File: config.mk
export PLATFORM = sky130hd
export DESIGN_NAME = trackball_quad_gen_flat
export DESIGN_NICKNAME = d
export VERILOG_FILES = /design/src/rtl/trackball_quad_gen_pkg.sv /design/src/rtl/trackball_quad_gen_if.sv /design/src/rtl/trackball_quad_gen_axis.sv /design/src/rtl/trackball_quad_gen.sv /design/src/flat_wrapper.sv
export SDC_FILE = /design/constraint.sdc
export NUM_CORES = 1
export LEC_CHECK = 0
export CORE_MARGIN = 2
export CORE_UTILIZATION = 40
export DETAILED_ROUTE_END_ITERATION = 6
export PLACE_DENSITY = 0.54
export SLEW_MARGIN = 20
export SYNTH_ARGS = -nofsm -noshare
export SYNTH_HDL_FRONTEND = slang
export SYNTH_HIERARCHICAL = 1
export SYNTH_SLANG_ARGS = --single-unit
export TNS_END_PERCENT = 50
File: constraint.sdc
create_clock -name clk_sys -period 6.82 [get_ports clk_sys]
set_input_delay 1.023 -clock clk_sys [delete_from_list [all_inputs] [get_ports clk_sys]]
set_output_delay 1.023 -clock clk_sys [all_outputs]
set_load 0.02 [all_outputs]
File: src/rtl/trackball_quad_gen_pkg.sv
`default_nettype none
// +----------------------------------------------------------------------------+
// | trackball_quad_gen_pkg                                                     |
// | Shared types, accumulator limits and saturating update for the trackball.  |
// | Revision: 1.0                                                              |
// +----------------------------------------------------------------------------+
package trackball_quad_gen_pkg;

   typedef enum logic {
      TB_DIRCLK = 1'b0,
      TB_QUAD   = 1'b1
   } mode_e;

   // Wide enough for any accumulator up to 32 bits plus delta and step headroom.
   localparam int SAT_W         = 34;
   localparam int ACC_W_DEFAULT = 12;

   typedef logic signed [SAT_W-1:0] wide_t;

   typedef struct packed {
      wide_t value;
      logic  clamped;
   } sat_t;

   function automatic wide_t acc_limit(input int acc_w);
      wide_t one;
      one = wide_t'(1);
      return (one <<< (acc_w - 1)) - one;
   endfunction

   localparam wide_t ACC_MAX = acc_limit(ACC_W_DEFAULT);
   localparam wide_t ACC_MIN = -ACC_MAX;

   function automatic sat_t sat_add(input wide_t acc, input wide_t d,
                                    input logic signed [1:0] s, input int acc_w);
      wide_t lim;
      wide_t s_ext;
      wide_t sum;
      sat_t  r;
      lim       = acc_limit(acc_w);
      s_ext     = {{(SAT_W-2){s[1]}}, s};
      sum       = acc + d - s_ext;
      r.value   = sum;
      r.clamped = 1'b0;
      if (sum > lim) begin
         r.value   = lim;
         r.clamped = 1'b1;
      end else if (sum < -lim) begin
         r.value   = -lim;
         r.clamped = 1'b1;
      end
      return r;
   endfunction

endpackage
`default_nettype wire

File: src/rtl/trackball_quad_gen_if.sv
`default_nettype none
// +----------------------------------------------------------------------------+
// | trackball_quad_gen_if                                                      |
// | Packet inputs, control and encoder outputs of the trackball generator.     |
// | Revision: 1.0                                                              |
// +----------------------------------------------------------------------------+
interface trackball_quad_gen_if #(
   parameter int AXES    = 2,
   parameter int DELTA_W = 9,
   parameter int SENS_W  = 3
);
   logic                    mouse_strobe;
   logic [AXES*DELTA_W-1:0] delta_i;
   logic [AXES-1:0]         invert_i;
   logic [SENS_W-1:0]       sense_i;
   logic                    enable_i;
   logic [AXES-1:0]         out_a;
   logic [AXES-1:0]         out_b;
   logic                    busy_o;
   logic                    overflow_o;

   modport master (
      output mouse_strobe, delta_i, invert_i, sense_i, enable_i,
      input  out_a, out_b, busy_o, overflow_o
   );

   modport slave (
      input  mouse_strobe, delta_i, invert_i, sense_i, enable_i,
      output out_a, out_b, busy_o, overflow_o
   );
endinterface
`default_nettype wire

File: src/rtl/trackball_quad_gen_axis.sv
`default_nettype none
// +----------------------------------------------------------------------------+
// | trackball_quad_gen_axis                                                    |
// | One axis: saturating accumulator, unit stepping and encoder output regs.   |
// | Revision: 1.0                                                              |
// +----------------------------------------------------------------------------+
module trackball_quad_gen_axis
   import trackball_quad_gen_pkg::*;
#(
   parameter int    DELTA_W  = 9,
   parameter int    ACC_W    = 12,
   parameter mode_e OUT_MODE = TB_DIRCLK
) (
   input  logic               clk_sys,
   input  logic               reset_n,
   input  logic               event_i,
   input  logic               tick_i,
   input  logic [DELTA_W-1:0] delta_i,
   input  logic               invert_i,
   output logic               out_a,
   output logic               out_b,
   output logic               acc_nz_d_o,
   output logic               clamp_o
);

   logic signed [ACC_W-1:0] acc_q, acc_d;
   logic [1:0]              phase_q, phase_d;
   logic                    a_q, a_d;
   logic                    b_q, b_d;

   wide_t                   d_w;
   wide_t                   acc_w;
   logic                    step_w;
   logic                    pos_w;
   logic signed [1:0]       s_w;
   sat_t                    sum_w;

   always_comb begin
      d_w = {{(SAT_W-DELTA_W){delta_i[DELTA_W-1]}}, delta_i};
      if (invert_i) d_w = -d_w;
      if (!event_i) d_w = '0;
      acc_w  = {{(SAT_W-ACC_W){acc_q[ACC_W-1]}}, acc_q};
      step_w = tick_i && (acc_q != '0);
      pos_w  = ~acc_q[ACC_W-1];
      s_w    = step_w ? (pos_w ? 2'sb01 : 2'sb11) : 2'sb00;
      // Packet delta and step share one adder so a coincident pair is never lost.
      sum_w      = sat_add(acc_w, d_w, s_w, ACC_W);
      acc_d      = ACC_W'(sum_w.value);
      clamp_o    = event_i & sum_w.clamped;
      acc_nz_d_o = (acc_d != '0);

      phase_d = phase_q;
      a_d     = a_q;
      b_d     = b_q;
      if (step_w) begin
         if (OUT_MODE == TB_QUAD) begin
            phase_d = pos_w ? phase_q + 2'd1 : phase_q - 2'd1;
            a_d     = phase_d[1];
            b_d     = phase_d[1] ^ phase_d[0];
         end else begin
            a_d = ~a_q;
            b_d = pos_w;
         end
      end
   end

   always_ff @(posedge clk_sys or negedge reset_n) begin
      if (!reset_n) begin
         acc_q   <= '0;
         phase_q <= 2'd0;
         a_q     <= 1'b0;
         b_q     <= 1'b0;
      end else begin
         acc_q   <= acc_d;
         phase_q <= phase_d;
         a_q     <= a_d;
         b_q     <= b_d;
      end
   end

   assign out_a = a_q;
   assign out_b = b_q;

endmodule
`default_nettype wire

File: src/rtl/trackball_quad_gen.sv
`default_nettype none
// +----------------------------------------------------------------------------+
// | trackball_quad_gen                                                         |
// | Mouse packet deltas to per-axis dir/clock or quadrature trackball signals. |
// | Revision: 1.0                                                              |
// +----------------------------------------------------------------------------+
module trackball_quad_gen
   import trackball_quad_gen_pkg::*;
#(
   parameter int AXES    = 2,
   parameter int DELTA_W = 9,
   parameter int ACC_W   = 12,
   parameter int SENS_W  = 3,
   parameter int MODE    = 0
) (
   input  logic                 clk_sys,
   input  logic                 reset_n,
   trackball_quad_gen_if.slave  bus
);

   localparam mode_e OUT_MODE = (MODE == 1) ? TB_QUAD : TB_DIRCLK;

   logic              strobe_q, strobe_d;
   logic              armed_q, armed_d;
   logic [SENS_W-1:0] cnt_q, cnt_d;
   logic              busy_q, busy_d;
   logic              ovf_q, ovf_d;

   logic              event_w;
   logic              tick_w;
   logic [AXES-1:0]   a_w, b_w, nz_w, clamp_w;

   always_comb begin
      // armed_q keeps the first post-reset strobe sample from looking like a packet.
      event_w  = armed_q & (bus.mouse_strobe ^ strobe_q);
      strobe_d = bus.mouse_strobe;
      armed_d  = 1'b1;
      tick_w   = bus.enable_i && (cnt_q >= bus.sense_i);
      cnt_d    = cnt_q;
      if (bus.enable_i) cnt_d = tick_w ? '0 : cnt_q + SENS_W'(1);
      busy_d   = |nz_w;
      ovf_d    = |clamp_w;
   end

   always_ff @(posedge clk_sys or negedge reset_n) begin
      if (!reset_n) begin
         strobe_q <= 1'b0;
         armed_q  <= 1'b0;
         cnt_q    <= '0;
         busy_q   <= 1'b0;
         ovf_q    <= 1'b0;
      end else begin
         strobe_q <= strobe_d;
         armed_q  <= armed_d;
         cnt_q    <= cnt_d;
         busy_q   <= busy_d;
         ovf_q    <= ovf_d;
      end
   end

   for (genvar k = 0; k < AXES; k++) begin : g_axis
      trackball_quad_gen_axis #(
         .DELTA_W  (DELTA_W),
         .ACC_W    (ACC_W),
         .OUT_MODE (OUT_MODE)
      ) u_axis (
         .clk_sys    (clk_sys),
         .reset_n    (reset_n),
         .event_i    (event_w),
         .tick_i     (tick_w),
         .delta_i    (bus.delta_i[k*DELTA_W +: DELTA_W]),
         .invert_i   (bus.invert_i[k]),
         .out_a      (a_w[k]),
         .out_b      (b_w[k]),
         .acc_nz_d_o (nz_w[k]),
         .clamp_o    (clamp_w[k])
      );
   end

   assign bus.out_a      = a_w;
   assign bus.out_b      = b_w;
   assign bus.busy_o     = busy_q;
   assign bus.overflow_o = ovf_q;

endmodule
`default_nettype wire

File: src/flat_wrapper.sv
// flat-port wrapper written by rule: the top's interface ports become plain ports
module trackball_quad_gen_flat import trackball_quad_gen_pkg::*;
#(
   parameter int AXES    = 2,
   parameter int DELTA_W = 9,
   parameter int ACC_W   = 12,
   parameter int SENS_W  = 3,
   parameter int MODE    = 0
)
  (clk_sys, reset_n, bus_mouse_strobe, bus_delta_i, bus_invert_i, bus_sense_i, bus_enable_i, bus_out_a, bus_out_b, bus_busy_o, bus_overflow_o);
  trackball_quad_gen_if #(.AXES(AXES), .DELTA_W(DELTA_W), .SENS_W(SENS_W)) bus_i ();
  input  logic clk_sys;
  input  logic reset_n;
  input wire logic [$bits(bus_i.mouse_strobe)-1:0] bus_mouse_strobe;
  input wire logic [$bits(bus_i.delta_i)-1:0] bus_delta_i;
  input wire logic [$bits(bus_i.invert_i)-1:0] bus_invert_i;
  input wire logic [$bits(bus_i.sense_i)-1:0] bus_sense_i;
  input wire logic [$bits(bus_i.enable_i)-1:0] bus_enable_i;
  output wire logic [$bits(bus_i.out_a)-1:0] bus_out_a;
  output wire logic [$bits(bus_i.out_b)-1:0] bus_out_b;
  output wire logic [$bits(bus_i.busy_o)-1:0] bus_busy_o;
  output wire logic [$bits(bus_i.overflow_o)-1:0] bus_overflow_o;
  assign bus_i.mouse_strobe = bus_mouse_strobe;
  assign bus_i.delta_i = bus_delta_i;
  assign bus_i.invert_i = bus_invert_i;
  assign bus_i.sense_i = bus_sense_i;
  assign bus_i.enable_i = bus_enable_i;
  assign bus_out_a = bus_i.out_a;
  assign bus_out_b = bus_i.out_b;
  assign bus_busy_o = bus_i.busy_o;
  assign bus_overflow_o = bus_i.overflow_o;
  trackball_quad_gen #(.AXES(AXES), .DELTA_W(DELTA_W), .ACC_W(ACC_W), .SENS_W(SENS_W), .MODE(MODE)) u_core (.clk_sys(clk_sys), .reset_n(reset_n), .bus(bus_i));
endmodule
# After elaboration in Yosys (flattened, before gate mapping)
# Index checks and enable logic that the tools add are counted.
# totals
register_bits	35
inputBits	27
out_inout_bits	6
word_cells	53
# op_classes
n_addsub	7
n_lt_le_gt_ge	5
n_mux	13
bitwise	8
reduce_logical	9
# op_table
cell	count
$mux 34	4
$add 12x34->34	2
$gt 34x12->1 const B	2
$lt 34x12->1 const B	2
$neg 9->34	2
$sub 34x2->34	2
$mux 13	4
$reduce_bool 12->1	4
$mux 2	4
$not 1->1	4
$reduce_or 2->1	2
$add 3x1->3 const B	1
$and 1x1->1	3
$ge 3x3->1	1
$logic_and 1x1->1	3
$mux 3	1
$xor 1x1->1	1

# Depth between registers and ports, before layout
# logic_depth
word_depth	10
ltp_mapped	25
mapped_depth_nobuf	23

# Cells and area by module
# Netlist, hierarchy kept.
# by_module_without_submodules
module	n_inst	cells_each	area_each_um2	seq_area_each_um2
trackball_quad_gen_axis (u_core.g_axis[1].u_axis)	1	560	4312.9	350.3
trackball_quad_gen_axis (u_core.g_axis[0].u_axis)	1	562	4068.9	350.3
trackball_quad_gen	1	33	347.8	175.2

# Worst setup path after synthesis
# Ideal clock, no wire load.
# synth_path
path_kind	in2reg
from	in bus_sense_i[2]
to	reg u_core.ovf_q (netlist: u_core/bus.overflow_o)
setup_ns	0.127
arrival_time_ns	5.902
t_required_ns	6.693
setup_slack_ns	0.790
path_stages	21
n_path_buf	2
path_cell_list	inv_1 > ha_1 > a21o_1 > a31oi_2 > nor2b_1 > nand2_1 > inv_1 > fa_1 > inv_1 > ha_1 > and3_1 > a221oi_1 > o221ai_2 > a31o_2 > clkbuf_8 > xnor2_1 > or4_1 > a2111o_1 > buf_6 > o2bb2ai_1 > or2_2
# synth_via
elab_chain_cells	10
elab_cells_between_ends	19
cone_classes	add/sub: 2; order compare: 5; mux: 6; bitwise: 2; reduce/logical: 4
# synth_lines
element	line	rtl
from (decl)	flat_wrapper.sv:17	input wire logic [$bits(bus_i.sense_i)-1:0] bus_sense_i;
$ge 3x3->1 *	trackball_quad_gen.sv:38	tick_w = bus.enable_i && (cnt_q >= bus.sense_i);
$logic_and 1x1->1 *	trackball_quad_gen.sv:38	
named net u_core.tick_w	trackball_quad_gen.sv:30	logic tick_w;
$logic_and 1x1->1 *	trackball_quad_gen_axis.sv:43	step_w = tick_i && (acc_q != '0);
$mux 2 *	trackball_quad_gen_axis.sv:45	s_w = step_w ? (pos_w ? 2'sb01 : 2'sb11) : 2'sb00;
$sub 34x2->34 *	trackball_quad_gen_pkg.sv:42	sum = acc + d - s_ext;
$lt 34x12->1	trackball_quad_gen_pkg.sv:48	end else if (sum < -lim) begin
$mux 13	trackball_quad_gen_pkg.sv:48	
$mux 13 *	trackball_quad_gen_pkg.sv:45	if (sum > lim) begin
$and 1x1->1 *	trackball_quad_gen_axis.sv:49	clamp_o = event_i & sum_w.clamped;
named net u_core.clamp_w[1]	trackball_quad_gen.sv:31	logic [AXES-1:0] a_w, b_w, nz_w, clamp_w;
$reduce_or 2->1 *	trackball_quad_gen.sv:42	ovf_d = |clamp_w;
named net u_core.ovf_d	trackball_quad_gen.sv:27	logic ovf_q, ovf_d;
to (signal assigned)	trackball_quad_gen.sv:57	ovf_q <= ovf_d;
to (decl)	trackball_quad_gen.sv:27	
# The timed path passes the listed nets; every way through them passes the cells marked *.
# A chain may end at the register's enable or synchronous reset.

# Final worst setup path
# layout_path
from	in bus_delta_i[3]
to	reg u_core.ovf_q (netlist: u_core/bus.overflow_o)
# layout_via
elab_chain_cells	10
elab_cells_between_ends	11
cone_classes	add/sub: 3; order compare: 2; mux: 4; bitwise: 1; reduce/logical: 1
# layout_lines
element	line	rtl
from (decl)	flat_wrapper.sv:15	input wire logic [$bits(bus_i.delta_i)-1:0] bus_delta_i;
$neg 9->34	trackball_quad_gen_axis.sv:40	if (invert_i) d_w = -d_w;
$mux 34 *	trackball_quad_gen_axis.sv:40	
$mux 34 *	trackball_quad_gen_axis.sv:41	if (!event_i) d_w = '0;
$add 12x34->34 *	trackball_quad_gen_pkg.sv:42	
$sub 34x2->34 *	trackball_quad_gen_pkg.sv:42	
$lt 34x12->1	trackball_quad_gen_pkg.sv:48	
$mux 13	trackball_quad_gen_pkg.sv:48	
$mux 13 *	trackball_quad_gen_pkg.sv:45	
$and 1x1->1 *	trackball_quad_gen_axis.sv:49	
named net u_core.clamp_w[0]	trackball_quad_gen.sv:31	
$reduce_or 2->1 *	trackball_quad_gen.sv:42	
named net u_core.ovf_d	trackball_quad_gen.sv:27	
# Marked as above.

==> flow_summary_export.csv <==
group,metric,value,unit
place,dp.cells,1516,
setup_path,crit_buf_inv,3,
synth,synth_area_leader_cell,"ha_1",
synth,ys_ff_latch,35,
cts,path_clk_slew,0.06,ns
synth,synth_enable_flop_cells,0,
routing,vias_per_cell,5.783,
synth,synth_cell_types,98,
status,status,"finished, final reports clean",
floorplan,die_area,23020,µm²
synth,async_flop_share,100.0,%
setup_path,crit_chain,"clkdlybuf4s50_1 -> nor4_4 -> inv_1 -> nor3_1 -> buf_4 -> nand2_1 -> ha_1 -> a21oi_1 -> fa_1 -> ha_1 -> a21oi_2 -> o21a_1 -> a2bb2oi_1 -> nand2b_1 -> or3_1 -> a211oi_1 -> nand4_1 -> or3_1 -> nor3_1 -> nor3_1 -> or2_2",
cts,cts.sinks,35,
sta,worst_pin_slew,0.8322,ns
cts,root_buffer,"clkbuf_16",
synth,avgSynthCellArea,7.558,µm²
sta,slew_violations,0,
setup_path,end_kind,"flop",
setup_path,crit_path_start_kind,"primary input",
cts,cts_setup_buffers,0,
setup_path,cp.arrival,6.61,ns
sta,timing.final.crit_share,94.56,%
synth,ys_top_cells_by_area,"ha_1 (17%), dfrtp_1 (10%), inv_1 (6.0%)",
sta,worst_slack,0.3707,ns
routing,wirelength,26.64,mm
routing,route.vias.total,8814,
cells_and_area,finalNonFillerCells,1524,
sta,setup_violations,0,
routing,drt-initial-drc-count,739,
floorplan,die_y,151.7,µm
setup_path,cp_top_family,"simple AND/OR/NAND/NOR gates",
setup_path,path_class,"in -> reg",
hold_path,worstHoldStart,"u_core/g_axis[0].u_axis/out_a",
cts,cts_buffer_depth,2,
synth,synth_nets,1320,
routing,route.detailed.drc,0,
global_routing,grt_pass1_vias,8205,
setup_path,crit_top_cell,"nor3_1",
setup_path,crit_fanout,6,
floorplan,ioPinCount,33,
cts,clk_latency,0.28,ns
sta,fin_setup_tns,0,ns
sta,skew,0.006230,ns
cells_and_area,syn2layout_area_growth,14.59,%
floorplan,core,21620,µm²
routing,post_drt_wl_per_cell,17.48,µm
cells_and_area,final_util,46.27,%
global_routing,grt_max_degree,36,
synth,synth_cells,1155,
cells_and_area,regArea,875.8,µm²
setup_path,r2r_start,"u_core/cnt_q[0]",
place,dp_hpwl,22.56,mm
cells_and_area,nNetsFinal,1408,
sta,max_slew_margin,44.52,%
place,pre_cts_ws,0.02955,ns
floorplan,die_w,151.7,µm
setup_path,cp_slowest_stage_delay,0.51,ns
setup_path,required,6.98,ns
place,port-buffer-count,32,
synth,synth_top_area_share,16.63,%
sta,rsz0062_at_grt,"false",
routing,ant_nets,0,
sta,hold_violations,0,
setup_path,slowest_stage,"clkdlybuf4s50_1",
floorplan,start_util,40.38,%
place,gp_congestion,1.019,
synth,syn_area,8730,µm²
synth,synth_top_flop_cell,"dfrtp_1",
cells_and_area,nFillCells,2220,
cts,cts_tree,"yes",
global_routing,grt_use_total,23.74,%
global_routing,grt-ovfl-total,0,
setup_path,cp-startpoint,"bus_delta_i[3]",
cells_and_area,final_layout_size_suffix_gt1_share,13.18,%
cells_and_area,diodes,0,
synth,yosysSeqAreaShare,10.03,%
cts,cts_max_level,2,
cts,cts_made_buffers,5,
sta,fmaxAchievable,155.1,MHz
run,drv_cap,0,
hold_path,hold_class,"reg -> reg",
floorplan,core.rowCount,54,
global_routing,antenna_found_initial,0,
global_routing,grt_pass1_wl,43.55,mm
routing,dr.pass1.iters,5,
cells_and_area,multi_input_area,7079,µm²
synth,yosys_warnings,6,
sta,layout_min_cycle_time,6.449,ns
-- cell usage after synthesis (9+ instances only) --
| master | instances |
|---|---|
| nor4_1 | 16 |
| dfrtp_1 | 35 |
| fa_1 | 22 |
| ha_1 | 116 |
| xnor2_1 | 31 |
| nor2_1 | 46 |
| nand3_1 | 30 |
| or3_1 | 15 |
| xor2_1 | 23 |
| and2_1 | 15 |
| nand2_1 | 105 |
| a21oi_1 | 88 |
| a22oi_2 | 9 |
| nand2b_1 | 11 |
| nor3_1 | 33 |
| clkbuf_1 | 18 |
| inv_1 | 139 |
| o21ai_0 | 72 |
| a211oi_1 | 12 |
| a31oi_1 | 9 |
| a21o_1 | 23 |
| and3_1 | 13 |
| nand4_1 | 18 |
| o21a_1 | 16 |
| buf_2 | 12 |
| o211ai_1 | 11 |
| o21ai_1 | 12 |
-- layout make-up --
class,count,area share (%)
multi-input cells,937,70.77
repair buffers,124,10.31
flip-flops and latches,35,8.756
inverters,140,5.253
well taps,280,3.502
clock buffers,6,1.288
clock inverters,2,0.1251
-- cells by family (layout without fill, tap and decap cells) --
family,Yosys count,count (layout),synth area share [%]
flops,35,35,10.03
simple gates,372,372,23.25
buf+inv,183,272,9.087
fa+ha+maj,138,138,21.67
mux,7,7,0.8743
xor+xnor,54,54,5.418
other cells,1,1,0.04296
compound gates,365,365,29.63
-- metal layers --
layer | GRT usage [%] | routed length [µm] | vias up
met4 | 3.657 | 295 | 0
met3 | 2.635 | 1170 | 24
met1 | 36.30 | 13770 | 4158
li1 | - | - | 4418
met5 | 0 | 0 | -
met2 | 36.31 | 11400 | 214
-- registers in the layout, indices dropped and copies added (netlist names) --
register and count:
u_core/g_axis.u_axis/out_a 2, u_core/strobe_q 1, u_core/bus.overflow_o 1, u_core/g_axis.u_axis/out_b 2, u_core/armed_q 1, u_core/g_axis.u_axis/acc_q 24
u_core/cnt_q 3, u_core/bus.busy_o 1
-- metrics by stage --
step	instance area, µm²	hold slack, ns
2_1_floorplan	8730	0.4722
3_3_place_gp	9843	0.4574
3_5_place_dp	9843	0.4666
4_1_cts	9985	0.4796
5_1_grt	10000	0.4933
6_report	10000	0.4694
-- timing repair --
| action | 4_1_cts | 5_1_grt |
|---|---|---|
| gates resized for setup | 0 | 3 |
| setup endpoints to repair | 0 | 13 |
| hold buffers | 0 | 0 |
-- final timing paths --
kind                                                 end  slack (ns)  cells after the start
setup / recovery                   u_core/bus.overflow_o        0.37                     21
hold / removal             u_core/g_axis[0].u_axis/out_a        0.47                      1
setup reg to reg                   u_core/bus.overflow_o        1.22                     22
hold reg to reg            u_core/g_axis[0].u_axis/out_a        0.47                      1
max in group asynchronous  u_core/g_axis[1].u_axis/out_a        5.45                      1
min in group asynchronous  u_core/g_axis[0].u_axis/out_a        0.83                      1
-- cells in the final DEF, fill, tap and decap left out, types with 9 or more instances in the layout --
cell / count
nand3_1: 30
xnor2_1: 31
nand4_1: 18
dfrtp_1: 35
o21ai_0: 72
clkdlybuf4s50_1: 31
nand2b_1: 11
a21o_1: 23
xor2_1: 23
a21oi_1: 87
buf_4: 90
and2_1: 15
a31oi_1: 9
a211oi_1: 12
nor3_1: 33
nor2_1: 46
fa_1: 22
o21ai_1: 12
o21a_1: 16
ha_1: 116
o211ai_1: 11
nand2_1: 105
inv_1: 139
nor4_1: 15
a22oi_2: 9
and3_1: 13
or3_1: 15
Power is not shown: default switching activity piles up to over one toggle a cycle in this logic, so the estimate is an artifact.
